`src/rtl/leaf_stream_buffer.sv`:
```
// -----------------------------------------------------------------------------
// leaf_stream_buffer
//
// Small synchronous valid/ready FIFO placed between a hierarchy node's producer
// and its consumer. It decouples the two sides, reports current occupancy and
// the high-water mark since reset, and can optionally count output transfers.
//
// Parameters
//   WIDTH : data width in bits (>= 1)
//   DEPTH : number of entries, power of two, >= 2
//   CW    : occupancy width, $clog2(DEPTH)+1 (derived; do not override)
//
// Ports
//   clk       in   1      single clock, all state updates on rising edge
//   rst       in   1      synchronous active-high reset
//   in_valid  in   1      producer has data
//   in_ready  out  1      buffer accepts data this cycle (count != DEPTH)
//   in_data   in   WIDTH  producer data
//   out_valid out  1      buffer holds data for consumer (count != 0)
//   out_ready in   1      consumer accepts data this cycle
//   out_data  out  WIDTH  head-of-queue data
//   count     out  CW     current occupancy, 0..DEPTH
//   hwm       out  CW     maximum occupancy reached since reset
//   xfer_cnt  out  16     saturating count of output transfers
//
// Optional feature macro: LEAF_STREAM_BUFFER_XFER_CNT_EN
//   defined   : xfer_cnt is a 16-bit register counting pops, saturating at
//               16'hFFFF, cleared by rst.
//   undefined : no counter logic; xfer_cnt is tied to 16'h0000.
//   The port list is the same in both builds.
// -----------------------------------------------------------------------------
module leaf_stream_buffer #(
    parameter int WIDTH = 8,
    parameter int DEPTH = 4,
    parameter int CW    = $clog2(DEPTH) + 1
) (
    input  logic             clk,
    input  logic             rst,
    input  logic             in_valid,
    output logic             in_ready,
    input  logic [WIDTH-1:0] in_data,
    output logic             out_valid,
    input  logic             out_ready,
    output logic [WIDTH-1:0] out_data,
    output logic [CW-1:0]    count,
    output logic [CW-1:0]    hwm,
    output logic [15:0]      xfer_cnt
);

    localparam int PW = $clog2(DEPTH);

    // Storage and pointers. Pointers are exactly log2(DEPTH) bits so they
    // wrap modulo DEPTH without any explicit compare.
    logic [WIDTH-1:0] r_mem [DEPTH];
    logic [PW-1:0]    r_wr_ptr;
    logic [PW-1:0]    r_rd_ptr;
    logic [CW-1:0]    r_count;
    logic [CW-1:0]    r_hwm;

    logic             w_push;
    logic             w_pop;
    logic             w_full;
    logic             w_empty;
    logic [CW-1:0]    w_count_nxt;

    // -------------------------------------------------------------------------
    // Handshake decode. Both flags come only from the registered count, so
    // there is no combinational path from out_ready to in_ready or from the
    // input side to the output side. A full buffer refuses a push even when
    // a pop happens in the same cycle.
    // -------------------------------------------------------------------------
    assign w_full    = (r_count == CW'(DEPTH));
    assign w_empty   = (r_count == '0);

    assign in_ready  = !w_full;
    assign out_valid = !w_empty;

    assign w_push    = in_valid  && in_ready;
    assign w_pop     = out_valid && out_ready;

    // No bypass: head data always comes from storage, so a word pushed into
    // an empty buffer is visible one cycle later.
    assign out_data  = r_mem[r_rd_ptr];

    assign count     = r_count;
    assign hwm       = r_hwm;

    // -------------------------------------------------------------------------
    // Next occupancy: +1 on push only, -1 on pop only, otherwise unchanged.
    // -------------------------------------------------------------------------
    always_comb begin
        w_count_nxt = r_count;
        if (w_push && !w_pop) begin
            w_count_nxt = r_count + CW'(1);
        end else if (!w_push && w_pop) begin
            w_count_nxt = r_count - CW'(1);
        end
    end

    // -------------------------------------------------------------------------
    // Storage write. Entries are cleared on reset so out_data reads zero
    // straight after reset regardless of prior contents.
    // -------------------------------------------------------------------------
    always_ff @(posedge clk) begin
        if (rst) begin
            for (int i = 0; i < DEPTH; i++) begin
                r_mem[i] <= '0;
            end
        end else if (w_push) begin
            r_mem[r_wr_ptr] <= in_data;
        end
    end

    // -------------------------------------------------------------------------
    // Pointers, occupancy and high-water mark.
    // -------------------------------------------------------------------------
    always_ff @(posedge clk) begin
        if (rst) begin
            r_wr_ptr <= '0;
            r_rd_ptr <= '0;
            r_count  <= '0;
            r_hwm    <= '0;
        end else begin
            if (w_push) begin
                r_wr_ptr <= r_wr_ptr + PW'(1);
            end
            if (w_pop) begin
                r_rd_ptr <= r_rd_ptr + PW'(1);
            end
            r_count <= w_count_nxt;
            // High-water mark tracks the post-edge occupancy and never falls.
            if (w_count_nxt > r_hwm) begin
                r_hwm <= w_count_nxt;
            end
        end
    end

`ifdef LEAF_STREAM_BUFFER_XFER_CNT_EN
    // -------------------------------------------------------------------------
    // Output transfer counter, saturating so a long run never wraps to a
    // small value and hides activity.
    // -------------------------------------------------------------------------
    function automatic logic [15:0] sat_inc16(input logic [15:0] v);
        if (v == 16'hFFFF) begin
            return v;
        end
        return v + 16'd1;
    endfunction

    logic [15:0] r_xfer_cnt;

    always_ff @(posedge clk) begin
        if (rst) begin
            r_xfer_cnt <= '0;
        end else if (w_pop) begin
            r_xfer_cnt <= sat_inc16(r_xfer_cnt);
        end
    end

    assign xfer_cnt = r_xfer_cnt;
`else
    assign xfer_cnt = 16'h0000;
`endif

endmodule

```
`config.mk`:
```
export PLATFORM = sky130hd
export DESIGN_NAME = leaf_stream_buffer
export DESIGN_NICKNAME = d
export VERILOG_FILES = /design/src/rtl/leaf_stream_buffer.sv
export SDC_FILE = /design/constraint.sdc
export NUM_CORES = 1
export LEC_CHECK = 0
export ABC_AREA = 1
export CAP_MARGIN = 20
export CELL_PAD_IN_SITES_DETAIL_PLACEMENT = 1
export CELL_PAD_IN_SITES_GLOBAL_PLACEMENT = 2
export CORE_MARGIN = 1.5
export CORE_UTILIZATION = 40
export DETAILED_ROUTE_END_ITERATION = 10
export DONT_BUFFER_PORTS = 1
export GPL_TIMING_DRIVEN = 0
export PLACE_DENSITY = 0.89
export SYNTH_ARGS = -nofsm -noshare
export SYNTH_HDL_FRONTEND = slang
export SYNTH_SLANG_ARGS = --single-unit
```
`constraint.sdc`:
```
create_clock -name clk -period 5.1 [get_ports clk]
set_clock_uncertainty 0.2 [all_clocks]
set_input_delay 0.765 -clock clk [delete_from_list [all_inputs] [get_ports clk]]
set_output_delay 0.765 -clock clk [all_outputs]
set_load 0.02 [all_outputs]
```
# == After elaboration in Yosys (flattened, before gate mapping) ==
# Memories as Yosys holds them, arrays and structs flattened. A register that Yosys moved wholly into a read port is not among the register bits.
# Index checks and enable logic that the tools add are counted.
# Widths: inputs -> output; s select.
# op_classes
addsub,4
magnitude_cmp,1
reduce_logical,10
muxes,12
n_eq_ne,1
# ops
op,count
$mux 8,1
$reduce_or 8->1,1
$mux 1,6
$mux 2,3
$mux 3,2
$add 2x1->2 const B,2
$logic_and 1x1->1,4
$logic_not 1->1,4
$add 3x1->3 const B,1
$eq 3x3->1 const B,1
$gt 3x3->1,1
$logic_not 3->1,1
$sub 3x1->3 const B,1
# word_totals
mem_count,1
register_bits,10
mem_bits_rw,32
output_inout_bits,32
# mem_list
name,depth,width,read_ports,rd_ports_with_merged_regs,wr,line,text
r_mem,4,8,1,1,4,54,logic [WIDTH-1:0] r_mem [DEPTH];

# == Longest topological paths before layout ==
# depth
word_depth,8
mapped_depth,21

# == Least setup slack after synthesis ==
# OpenSTA, ideal clock, no wires.
# synth_path
path_type,register to register
from,reg r_count[0] (netlist: count[0])
to,reg r_hwm[2] (netlist: hwm[2])
arrival_time_ps,2258
synth_period_minus_slack_ps,2580
n_path_buf,0
path_stages_with_launch,18
setup_ps,122
required_time_ps,4778
setup_slack_ps,2520
path_cell_list,dfxtp_1 > inv_1 > ha_1 > nand2_2 > nand2_4 > nand3_4 > nand2_1 > nand2_1 > nand2_1 > nand2_2 > inv_1 > ha_1 > a21oi_1 > nand2_1 > nand2_1 > inv_1 > o21ai_0 > a21oi_2
# synth_between
elab_chain_len,8
# synth_rtl
item,line,text
from (decl),57,logic [CW-1:0] r_count;
from (signal assigned),130,r_count <= w_count_nxt;
$eq 3x3->1 (*),72,assign w_full = (r_count == CW'(DEPTH));
$logic_not 1->1 (*),75,assign in_ready = !w_full;
named net in_ready,40,"output logic in_ready,"
$logic_and 1x1->1 (*),78,assign w_push = in_valid && in_ready;
$logic_not 1->1,95,end else if (!w_push && w_pop) begin
$logic_and 1x1->1,95,
$mux 3,95,
$mux 3 (*),93,if (w_push && !w_pop) begin
named net w_count_nxt[2],64,logic [CW-1:0] w_count_nxt;
$gt 3x3->1,132,if (w_count_nxt > r_hwm) begin
to (signal assigned),133,r_hwm <= w_count_nxt;
to (decl),58,logic [CW-1:0] r_hwm;
# Mark *: on every way through the listed nets, which the timed path passes. The rest lies on a longest branch.
# A chain may end at the register's enable or synchronous reset.

# == Final worst setup path ==
# layout_path
from,reg r_count[0] (netlist: count[0])
to,reg r_hwm[1] (netlist: hwm[1])
# layout_between
elab_chain_len,8
# layout_rtl
item,line
$eq 3x3->1,72
$logic_not 1->1,75
$logic_and 1x1->1,78
$logic_not 1->1,95
$logic_and 1x1->1,95
$mux 3,95
$mux 3 (*),93
named net w_count_nxt[2],64
$gt 3x3->1 (*),132
# Marks and branches as above.

==> results.txt <==
- Number of buffers between clock root and the deepest sink: 2
- The final route contains 1,570 vias.
- Global routing used 17.4% of the available tracks across all layers.
* Cells taking the most area after synthesis: sky130_fd_sc_hd__edfxtp_1, sky130_fd_sc_hd__dfxtp_1, sky130_fd_sc_hd__nor2_1
* Sequential cell fraction of total power: approximately two fifths
- In this design, the largest share of critical-path delay is due to simple AND/OR/NAND/NOR gates.
* Clock insertion delay at the later pin of the skew report: approximately 0.29 ns
- Wires add up to 4.83 mm.
* Maximum cell stage delay along the critical path: 0.52 ns
- Worst Max-Slew Pin Slew: 0.910 ns
* Maximum vdd drop: 312 uV
- Syn Std Cell Area: around 0.0022 sq mm
- After detailed routing, the number of vias per cell comes to 4.64.
- The Yosys step of the flow raised 0 warnings.
- Worst slew margin relative to its limit: 38.9%
* Growth of design area from synthesis to finish: 11.8%
- Summed over all instances, the cell type with the most area after synthesis is sky130_fd_sc_hd__edfxtp_1.
* Result of the run: completed
- In this run the worst path has a maximum fanout of 5.
- Starting DRT DRC Count: 53
* TritonCTS clock tree: yes
- From bottom edge to top edge, the die measures 77.6 microns.
* Number of diodes: 0
- Count of endpoints failing setup in the final report: 0
- Clk slew on worst S/H paths: ~0.080 ns
- Share of the yosys chip area belonging to registers: between 50% and 60%
- Die Span X: 77.6 microns
- Net count of the finished layout: 285
- For the worst setup path, the data required time is 5.10 ns.
- Worst Path Arrival: 2.93 ns
* Top library cells by usage in the layout, fill and taps aside: sky130_fd_sc_hd__nor2_1, sky130_fd_sc_hd__inv_1, sky130_fd_sc_hd__edfxtp_1, sky130_fd_sc_hd__nand2_1, sky130_fd_sc_hd__o21ai_0
- Fraction of synthesized cell area taken by the top area cell type: a little over two fifths
- Share of total power consumed by net switching: around two fifths
* Period utilization: 57.5%
- The count of nets left with antenna violations once routing finished came out at 0.
- First-pass GRT wire length: 7.89 mm
- Walking the worst path, the cells encountered are inv_1, ha_1, a21oi_1, nand3_1, nand2_1, nand2_1, nand2_2, inv_1, ha_1, nand2_1, inv_1, nand2_1, nand2_1, nand2_1, inv_1, nand3_1, nand2_1, inv_1.
* Number of levels the H-tree was split into: 2
* Total core area: 0.00524 sq mm
- Counting every instance in the synthesized netlist gives 243.
* Placed inst area: 0.00238 sq mm
* Setup bufs post-CTS: 0
- Fraction of layout instances using a drive strength above 1: 19.0%
- Count of port buffers added during placement: 0
* Clock buffer count from CTS: 5
* Worst Setup End Kind: register
* Setup repair after global routing missed its margin: no
- The number of global-route vias before repair was 1,647.
- After detailed routing, the number of remaining DRC violations is 0.
- Number of storage elements in the synthesis netlist: 44
* Post-CTS Resized: 0
* Standard-cell row count: 26
- Counting distinct cell types in the post-synthesis netlist gives 26.
* Summed negative setup slack over all endpoints: 0 ns
* Most common cell after layout, fill and taps aside: sky130_fd_sc_hd__nor2_1
- A synthesized cell averages 9.15 sq um.
- During I/O placement, the number of pins put on the boundary was 44.
- Placed wire-length estimate after detailed placement: 3.64 mm
* Detailed-router iteration count before antenna repair: 4
- At the end of routability-driven placement, the weighted congestion stood at 0.740.
- In this run the static leakage power is between 1 and 1.5 nW.
- Internal cell power: 0.000740 W
- Clock root cell: sky130_fd_sc_hd__clkbuf_8
- Type of element launching the critical path: register
* WP buf/inv: 5
- Clock sink total: 44
- Global routing finished with a remaining overflow of 0.
- Summing all non-filler instances in the final layout gives an area of about 0.0025 sq mm.
- Die area: roughly 0.006 sq mm
- The min-delay analysis places its worst path in the category reg -> reg.
- Max-cap violations in this run came to 0.
* Clock share of power: 20.4%
* Count of hold-fix buffers inserted at cts: 0
- The count of endpoints failing hold in the final timing report came to 0.
- In the final routed layout, each cell accounts on average for 14.3 microns.
* Most used cell, CP: sky130_fd_sc_hd__nand2_1
- Highest attainable clock frequency: about 340 MHz
* Classification of the worst setup path: reg -> reg
- Largest net degree at the start of global routing: 14
- Switching component of the power: 0.000521 W
- The max-slew violation count is 0.
- Crit-path slowest cell: sky130_fd_sc_hd__dfxtp_1
- Starting density of the core: 42.5%
* Initial antenna violation count: 0
- For this design the ratio of total power to cell area is 507 mW/mm^2.
- Combinational cells account for about two fifths of the total power.
* Final critical delay including setup and external delays: 2.93 ns
## tightest hold or removal path, stage by stage (launching register included)
cell	delay, ns
sky130_fd_sc_hd__dfxtp_1	0.34
sky130_fd_sc_hd__nor2_1	0.07
sky130_fd_sc_hd__nor2_1	0.09
## layout make-up
type | count | area [sq um]
flip-flops and latches | 44 | 1200
clock buffers | 5 | 68.8
fillers | 638 | 2750
clock inverters | 3 | 37.5
repair buffers | 2 | 12.5
inverters | 39 | 146
multi-input cells | 156 | 800
plain buffers | 19 | 134
well taps | 70 | 87.6
## cells in the mapped netlist
cell                       instances
sky130_fd_sc_hd__dfxtp_1          12
sky130_fd_sc_hd__nor2_1           49
sky130_fd_sc_hd__buf_2             2
sky130_fd_sc_hd__nand3_1           7
sky130_fd_sc_hd__inv_2             4
sky130_fd_sc_hd__and2_4            1
sky130_fd_sc_hd__ha_1              6
sky130_fd_sc_hd__nor2_2           10
sky130_fd_sc_hd__nand3_4           1
sky130_fd_sc_hd__inv_1            34
sky130_fd_sc_hd__a21oi_2           1
sky130_fd_sc_hd__o21ai_2           1
sky130_fd_sc_hd__nand3_2           1
sky130_fd_sc_hd__edfxtp_1         32
sky130_fd_sc_hd__nand2_1          21
sky130_fd_sc_hd__conb_1            1
sky130_fd_sc_hd__o21ai_0          21
sky130_fd_sc_hd__clkbuf_1          1
sky130_fd_sc_hd__nand2_4           3
sky130_fd_sc_hd__clkinv_1          1
sky130_fd_sc_hd__o22ai_1           8
sky130_fd_sc_hd__a21oi_1           5
sky130_fd_sc_hd__nand2_2           3
sky130_fd_sc_hd__xor2_1            1
sky130_fd_sc_hd__buf_4            16
sky130_fd_sc_hd__xnor2_1           1
## path summary, 6_finish.rpt
kind	start	end	slack (ns)	cells after the start
min	r_rd_ptr[0]$_SDFFE_PP0P_	register	0.33	2
min reg2reg	r_rd_ptr[0]$_SDFFE_PP0P_	register	0.33	2
max reg2reg	count[0]$_SDFF_PP0_	hwm[1]$_SDFFE_PP0N_	2.17	18
max	count[0]$_SDFF_PP0_	hwm[1]$_SDFFE_PP0N_	2.17	18
## metal layers
layer / wire [microns] / vias up / GRT usage (%) / part of all wire [%]
li1: - / 797 / - / -
met1: 2200 / 735 / 21.5 / 45
met2: 2410 / 33 / 30.2 / 50
met3: 143 / 5 / 3.53 / 3.0
met4: 77 / 0 / 6.00 / 1.6
met5: 0 / - / 0 / 0
## registers in the layout (all words and copies together) (netlist names), named ones only
signal	cells
r_mem	32
count	3
hwm	3
r_rd_ptr	2
r_wr_ptr	2
## stage by stage
stage	power, W	instances	worst slack (ns)	hold WS [ns]	util, %
after global routing	0.00136	338	1.86	0.349	47.5
after floorplan	0.000903	258	2.52	0.267	-
final	0.00126	338	2.17	0.328	47.5
after global placement	0.000997	328	1.95	0.278	45.2
after detailed placement	0.00102	330	2.17	0.314	45.5
after CTS	0.00128	338	2.14	0.337	47.5
## power by group through the flow
stage / Sequential, W / Combinational (W) / Clock, W
2_1_floorplan: 0.000499 / 0.000404 / 0
3_3_place_gp: 0.000512 / 0.000485 / 0
3_5_place_dp: 0.000513 / 0.000506 / 0
4_1_cts: 0.000506 / 0.000509 / 0.000262
5_1_grt: 0.000512 / 0.000567 / 0.000277
6_report: 0.000504 / 0.000500 / 0.000257
## logic make-up (layout without fill, tap and decap cells)
family                     Yosys count  after routing  synth area share, %
AOI/OAI and AO/OA                   36             36                 8.89
xor gates and xnor gates             2              2                0.788
and+or+nand+nor                     96             96                 20.2
DFF                                 44             44                 54.0
adders and majority gates            6              6                 3.37
buffers and inverters               58             68                 12.6
other                                1             16                0.169
No activity file was read; power rests on OpenSTA's default activity.
